[config.mk]
export PLATFORM = sky130hd
export DESIGN_NAME = sobel_frame_streamer
export DESIGN_NICKNAME = d
export VERILOG_FILES = /design/src/rtl/sobel_pkg.sv /design/src/rtl/sobel_skid_fifo.sv /design/src/rtl/sobel_frame_streamer.sv
export SDC_FILE = /design/constraint.sdc
export NUM_CORES = 1
export LEC_CHECK = 0
export ABC_AREA = 1
export CORE_MARGIN = 2
export CORE_UTILIZATION = 39
export CTS_CLUSTER_DIAMETER = 30
export DETAILED_ROUTE_END_ITERATION = 10
export HOLD_SLACK_MARGIN = 0.08
export SLEW_MARGIN = 10
export SYNTH_ARGS = -nofsm -noshare
export SYNTH_HDL_FRONTEND = slang
export SYNTH_SLANG_ARGS = --single-unit
[constraint.sdc]
create_clock -name clk -period 3.05 [get_ports clk]
set_clock_uncertainty 0.1 [all_clocks]
set_input_delay 0.4575 -clock clk [delete_from_list [all_inputs] [get_ports clk]]
set_output_delay 0.4575 -clock clk [all_outputs]
set_load 0.1 [all_outputs]
[src/rtl/sobel_pkg.sv]
// sobel_pkg: shared types for the sobel pixel-stream transmit path.
package sobel_pkg;
   localparam int DEF_PIX_W = 8;
   typedef enum logic [1:0] {IDLE, RUN, DRAIN, DONE} state_t;
   typedef struct packed {
      logic [DEF_PIX_W-1:0] data;
      logic                 sof;
      logic                 eol;
      logic                 eof;
   } pixel_beat_t;
endpackage

[src/rtl/sobel_skid_fifo.sv]
// sobel_skid_fifo: two-entry beat buffer between frame-memory returns and the stream port.
module sobel_skid_fifo
   import sobel_pkg::*;
(
   input  logic        clk,
   input  logic        rst,
   input  logic        push,
   input  logic        pop,
   input  pixel_beat_t din,
   output logic [1:0]  count,
   output pixel_beat_t head
);
   pixel_beat_t mem [2];
   logic        wp, rp;
   assign head = mem[rp];
   always_ff @(posedge clk or posedge rst)
      if (rst) begin
         mem[0] <= '0;
         mem[1] <= '0;
         wp     <= 1'b0;
         rp     <= 1'b0;
         count  <= '0;
      end else begin
         if (push) begin
            mem[wp] <= din;
            wp      <= ~wp;
         end
         if (pop) rp <= ~rp;
         count <= count + 2'(push) - 2'(pop);
      end
endmodule

[src/rtl/sobel_frame_streamer.sv]
// sobel_frame_streamer: reads a SIZE x SIZE frame from synchronous memory and
// streams it in raster order with sof/eol/eof marks under valid/ready backpressure.
module sobel_frame_streamer
   import sobel_pkg::*;
#(
   parameter int SIZE   = 100,
   parameter int PIX_W  = DEF_PIX_W,
   parameter int ADDR_W = $clog2(SIZE*SIZE)
) (
   input  logic              clk,
   input  logic              rst,
   input  logic              start,
   output logic              busy,
   output logic              done,
   output logic              mem_en,
   output logic [ADDR_W-1:0] mem_addr,
   input  logic [PIX_W-1:0]  mem_rdata,
   output logic              m_valid,
   input  logic              m_ready,
   output logic [PIX_W-1:0]  m_data,
   output logic              m_sof,
   output logic              m_eol,
   output logic              m_eof
);
   localparam int CW = $clog2(SIZE);
   localparam logic [ADDR_W-1:0] LAST = ADDR_W'(SIZE*SIZE-1);
   state_t            state, state_nx;
   logic [ADDR_W-1:0] addr;
   logic [CW-1:0]     row, col;
   logic              inflight, f_sof, f_eol, f_eof, pop, last_col;
   logic [1:0]        count;
   pixel_beat_t       din, head;
   assign pop      = m_valid & m_ready;
   assign mem_addr = addr;
   assign last_col = col == CW'(SIZE-1);
   assign din      = '{data: mem_rdata, sof: f_sof, eol: f_eol, eof: f_eof};
   assign m_valid  = count != 2'd0;
   assign m_data   = head.data;
   assign m_sof    = m_valid & head.sof;
   assign m_eol    = m_valid & head.eol;
   assign m_eof    = m_valid & head.eof;
   sobel_skid_fifo u_fifo (
      .clk   (clk),
      .rst   (rst),
      .push  (inflight),
      .pop   (pop),
      .din   (din),
      .count (count),
      .head  (head)
   );
   // Credit rule: buffered + in-flight beats, net of this cycle's pop, never exceed two.
   always_comb begin
      state_nx = state;
      mem_en   = 1'b0;
      busy     = state == RUN || state == DRAIN;
      done     = state == DONE;
      if (state == IDLE && start) state_nx = RUN;
      if (state == RUN) begin
         mem_en = int'(count) + int'(inflight) - int'(pop) < 2;
         if (mem_en && addr == LAST) state_nx = DRAIN;
      end
      if (state == DRAIN && count == {1'b0, pop} && !inflight) state_nx = DONE;
      if (state == DONE) state_nx = IDLE;
   end
   always_ff @(posedge clk or posedge rst)
      if (rst) begin
         state    <= IDLE;
         addr     <= '0;
         row      <= '0;
         col      <= '0;
         inflight <= 1'b0;
         f_sof    <= 1'b0;
         f_eol    <= 1'b0;
         f_eof    <= 1'b0;
      end else begin
         state    <= state_nx;
         inflight <= mem_en;
         if (state == IDLE && start) begin
            addr <= '0;
            row  <= '0;
            col  <= '0;
         end else if (mem_en) begin
            addr  <= addr + ADDR_W'(1);
            f_sof <= row == '0 && col == '0;
            f_eol <= last_col;
            f_eof <= last_col && row == CW'(SIZE-1);
            col   <= last_col ? '0 : col + CW'(1);
            row   <= last_col ? row + CW'(1) : row;
         end
      end
endmodule

# ---- Word-level counts from Yosys, hierarchy flattened
# Cells that the tools add are included.
# Widths: inputs -> output; s select.
dict set report totals {
  regBits 60
  output_inout_bits 29
}
dict set report op_classes {
  n_addsub 7
  n_lt_le_gt_ge 4
  n_eq_ne 7
  mux 20
  n_bitwise 9
  n_reduce_logical 17
}
# cell count
set op_table {}
lappend op_table {{$mux 11} 4}
lappend op_table {{$mux 7} 6}
lappend op_table {{$mux 14} 2}
lappend op_table {{$bwmux 22} 1}
lappend op_table {{$add 14x1->14 const B} 1}
lappend op_table {{$add 7x1->7 const B} 2}
lappend op_table {{$eq 14x14->1 const B} 1}
lappend op_table {{$eq 7x7->1 const B} 2}
lappend op_table {{$logic_not 7->1} 2}
lappend op_table {{$demux 11 s1} 1}
lappend op_table {{$mux 2} 5}
lappend op_table {{$logic_and 1x1->1} 7}
lappend op_table {{$reduce_bool 2->1} 3}
lappend op_table {{$and 1x1->1} 4}
lappend op_table {{$eq 2x2->1 const B} 2}
lappend op_table {{$ge 2x2->1 const B} 2}
lappend op_table {{$lt 4x3->1 const B} 1}
lappend op_table {{$not 1->2} 2}
lappend op_table {{$reduce_and 2->1} 2}
lappend op_table {{$sub 3x1->4} 1}
lappend op_table {{$add 2x1->3} 1}
lappend op_table {{$not 1->1} 3}
lappend op_table {{$add 2x1->2} 1}
lappend op_table {{$eq 2x1->1} 1}
lappend op_table {{7 further kinds} 7}

# ---- Logic depth before layout (Yosys ltp)
dict set report depth {
  word_depth 9
  depth_mapped 15
  ltp_nobuf 15
}

# ---- Modules after synthesis
# From an unflattened synthesis, not the netlist that was laid out.
dict set report hier_totals {
  hier_cells 418
  area_unflattened_um2 3373.2
}
# module instances cells_each area_per_inst_um2 seq_area_each_um2
set modules_own_cells {}
lappend modules_own_cells {sobel_frame_streamer 1 278 2124.5 850.8}
lappend modules_own_cells {sobel_skid_fifo 1 140 1248.7 650.6}

# ---- Worst setup path before layout
# No wires, ideal clock.
dict set report synth_path {
  path_type {flip-flop to flip-flop}
  startpoint {register u_fifo.count[1]}
  endpoint {register row[4]}
  setup_time_ns 0.065
  t_arrival_ns 2.660
  required_time_ns 2.885
  setup_slack_ns 0.225
  stages_incl_launch_ff 16
  path_buffers 0
  period_less_slack_ns 2.825
  path_cell_list {dfrtp_1 -> nor2_1 -> nor2_1 -> nand2_1 -> o21ai_0 -> ha_1 -> inv_1 -> fa_1 -> nand2_1 -> inv_1 -> nand2_2 -> nor2_4 -> nand2_4 -> nor2_4 -> nand3b_1 -> nand2_1}
}
dict set report synth_between {
  elab_chain_cells 7
  elab_cells_between_ends 8
}
# element line_no
set synth_lines {}
lappend synth_lines {{start, declared} sobel_skid_fifo.sv:10} ;# output logic [1:0] count,
lappend synth_lines {{start signal, assigned} sobel_skid_fifo.sv:29} ;# count <= count + 2'(push) - 2'(pop);
lappend synth_lines {{parallel branches: the longest is 2 deep, another holds $add 2x1->3} --}
lappend synth_lines {{$sub 3x1->4 *} sobel_frame_streamer.sv:59} ;# mem_en = int'(count) + int'(inflight) - int'(pop) < 2;
lappend synth_lines {{$lt 4x3->1 *} sobel_frame_streamer.sv:59}
lappend synth_lines {{$mux 1 *} sobel_frame_streamer.sv:58} ;# if (state == RUN) begin
lappend synth_lines {{via mem_en} sobel_frame_streamer.sv:15} ;# output logic mem_en,
lappend synth_lines {{$reduce_bool 2->1 (no line) *} --}
lappend synth_lines {{$reduce_and 2->1 (no line) *} --}
lappend synth_lines {{end signal, assigned} sobel_frame_streamer.sv:88} ;# row <= last_col ? row + CW'(1) : row;
lappend synth_lines {{end, declared} sobel_frame_streamer.sv:29} ;# logic [CW-1:0] row, col;
# Mark *: on every way through the listed nets, which the timed path passes.
# A chain may end at the register's enable or synchronous reset.

# ---- Worst setup path after layout
dict set report layout_path {
  startpoint {register u_fifo.count[1]}
  endpoint {output mem_en}
}
dict set report layout_between {
  elab_chain_cells 5
  elab_cells_between_ends 6
}
# element line_no
set layout_lines {}
lappend layout_lines {{parallel branches: the longest is 2 deep, another holds $add 2x1->3} --}
lappend layout_lines {{$sub 3x1->4 *} sobel_frame_streamer.sv:59}
lappend layout_lines {{$lt 4x3->1 *} sobel_frame_streamer.sv:59}
lappend layout_lines {{$mux 1 *} sobel_frame_streamer.sv:58}
lappend layout_lines {{end, declared} sobel_frame_streamer.sv:15}
# Every way passes the cells marked *.

==> impl_metrics.env <==
export IMPL_status="complete, no violations"
export IMPL_p_per_area_nw_per_um2=1110
export IMPL_finalSetupViolations=0
export IMPL_die_h_um=93.7
export IMPL_hold_viol=0
export IMPL_place_gp_congestion=0.816
export IMPL_synth_main_ff_cell="dfrtp_1"
export IMPL_num_rows=32
export IMPL_p_int_w=0.00211
export IMPL_vias=2722
export IMPL_floorplan_die_area_um2=8790
export IMPL_antenna_found_initial=0
export IMPL_via_per_inst=4.73
export IMPL_die_w_um=93.7
export IMPL_layout_common_cells="nand2_1, dfrtp_1, inv_1, buf_4, nor2_1"
export IMPL_io_buffers=40
export IMPL_hold_buffers=0
export IMPL_fillers=762
export IMPL_syn_inst=411
export IMPL_grt_use_total_pct=16.9
export IMPL_hpwl_mm=4.71
export IMPL_cts_tree="done"
export IMPL_cts_buffer_depth=2
export IMPL_ant_nets=0
export IMPL_crit_type="register to output port"
export IMPL_grt_max_degree=43
export IMPL_htree_levels=3
export IMPL_routed_wl_mm=6.84
export IMPL_first_pass_iters=5
export IMPL_hp_class="register to register"
export IMPL_yosysWarningCount=0
export IMPL_clock_sinks=60
export IMPL_switchingPower_w=0.00223
export IMPL_fin_cells=575
export IMPL_pwr_share_comb_pct=53.5
export IMPL_relSlewSlack_pct=39.8
export IMPL_core_area_um2=7770
export IMPL_synth_edf_count=0
export IMPL_ys_seq_area_share_pct=47.8
export IMPL_wl_per_cell_um=11.9
export IMPL_pwr_share_clk_pct=18.7
export IMPL_irDropWorstVdd_mv=0.938
export IMPL_seqPwrFrac_pct=27.7
export IMPL_critPathMaxFanout=3
export IMPL_fin_crit_sh_pct=95.2
export IMPL_fin_total_pwr_w=0.00434
export IMPL_worst_pin_slew_ns=0.902
export IMPL_avgSynthCellArea_um2=7.64
export IMPL_grt_pass1_wl_mm=11.7
export IMPL_fin_crit_ns=2.90
export IMPL_clk_latency_ns=0.34
export IMPL_diodes=0
export IMPL_cts_root_buf="clkbuf_8"
export IMPL_layout_commonest_cell="nand2_1"
export IMPL_drive_above_1_share_pct=16.7
export IMPL_crit_arrival_ns=2.35
export IMPL_nets=491
export IMPL_syn_to_final_growth_pct=24.8
export IMPL_start_kind="register"
export IMPL_drt_iter0_drc=135
export IMPL_regArea_um2=1500
export IMPL_multi_input_area_um2=1420
export IMPL_leakage_nw=1.97
export IMPL_rrSetupSlack_ns=0.48
export IMPL_synth_seq_cells=60
export IMPL_path_clk_slew_ns=0.07
export IMPL_max_freq_mhz=344
export IMPL_initial_core_util_pct=40.4
export IMPL_io_pins=41
export IMPL_required_ns=2.49
export IMPL_synthDistinctLibCells=27
export IMPL_drc_errors=0
export IMPL_synthArstFlopShare_pct=100
export IMPL_gr_total_overflow=0
export IMPL_synth_nets=434
export IMPL_max_cap_viol_count=0
export IMPL_timing_final_max_slew_violations=0
export IMPL_endpoint_kind="output port"
export IMPL_tns_ns=0
export IMPL_p_sw_share_pct=51.4
export IMPL_grt_pass1_vias=2553
export IMPL_placed_cells=555
export IMPL_grt_setup_unrepaired="no"
export IMPL_syn_area_um2=3140
export IMPL_cts_buffers=9
[power by group through the flow]
stage	Combinational, W	Sequential (W)	Clock [W]
3_5_place_dp	0.00228	0.00122	0
4_1_cts	0.00232	0.00121	0.000836
5_1_grt	0.00251	0.00124	0.000872
6_report	0.00233	0.00120	0.000814
3_3_place_gp	0.00225	0.00121	0
2_1_floorplan	0.00155	0.00134	0
[flip-flops by register name (all words and copies together) (netlist names)]
name          count
f_eol             1
state             2
u_fifo.rp         1
u_fifo.count      2
u_fifo.mem       22
row               7
u_fifo.wp         1
mem_addr         14
col               7
inflight          1
f_eof             1
f_sof             1
[synth_stat cells, types with 3 or more instances]
cell | count | area (um2)
a21oi_1 | 12 | 60.1
clkbuf_1 | 5 | 18.8
dfrtp_1 | 60 | 1500
ha_1 | 10 | 125
inv_1 | 52 | 195
nand2_1 | 134 | 503
nand2_2 | 4 | 25.0
nand3_1 | 19 | 95.1
nand4_1 | 10 | 62.6
nor2_1 | 41 | 154
nor2_2 | 3 | 18.8
nor2_4 | 3 | 33.8
nor3_1 | 6 | 30.0
o21ai_0 | 38 | 190
[metal layers]
layer	routed length, um	global-route usage (%)
met5	0	0
met4	128	7.73
met3	236	2.89
met2	3150	26.9
met1	3320	22.6
[logic make-up (layout without fill, tap and decap cells)]
logic type,after synthesis,after routing,synth area share (%)
AOI/OAI and AO/OA,53,53,8.65
xor gates and xnor gates,2,2,0.558
adders and majority gates,11,11,4.62
buffers and inverters,60,122,7.25
DFF,60,60,47.8
and+or+nand+nor,225,225,31.1
[critical path: stages (launching register included)]
cell     delay, ns
dfrtp_2       0.43
nor2_4        0.13
nor2_2        0.05
nand2_1       0.07
buf_4         0.10
buf_4         0.09
buf_4         0.09
inv_1         0.04
fa_1          0.50
nand2_1       0.07
inv_2         0.06
nand2_2       0.05
nor2_4        0.14
buf_12        0.19
[per-stage QoR]
step           hold slack (ns)  setup WS (ns)  utilization [%]  area [um2]
2_1_floorplan            0.353          0.225                -        3140
3_3_place_gp             0.367        -0.0610             47.0        3650
3_5_place_dp             0.376        -0.0763             47.0        3650
4_1_cts                  0.394        0.00981             50.2        3900
5_1_grt                  0.412         0.0184             50.5        3920
6_report                 0.386          0.146             50.5        3920
[final timing paths]
| check | from | endpoint | cells after the start |
|---|---|---|---|
| max in group asynchronous | rst | row[0]$_DFFE_PP0P_ | 3 |
| max reg2reg | u_fifo.count[0]$_DFF_PP0_ | col[2]$_DFFE_PP0P_ | 16 |
| max | u_fifo.count[1]$_DFF_PP0_ | mem_en | 13 |
| min reg2reg | u_fifo.mem[18]$_DFFE_PP0P_ | u_fifo.mem[18]$_DFFE_PP0P_ | 2 |
| min | u_fifo.mem[18]$_DFFE_PP0P_ | u_fifo.mem[18]$_DFFE_PP0P_ | 2 |
| min in group asynchronous | rst | mem_addr[4]$_DFFE_PP0P_ | 2 |
[final cells by class]
cell class / instances / share of cell area [%]
sequential: 60 / 38.3
multi-input combinational: 291 / 36.3
timing repair buffer: 54 / 11.3
inverter: 52 / 4.98
clock buffer: 10 / 3.51
tap: 102 / 3.26
clock inverter: 6 / 2.23
[repair_timing]
item | in CTS | in global routing
hold endpoints to repair | 0 | 0
resized for setup | 4 | 4
endpoints found under the setup margin | 1 | 1
setup buffers | 3 | 1
pin swaps | 5 | 2
Power figures use the tool's default switching activity.
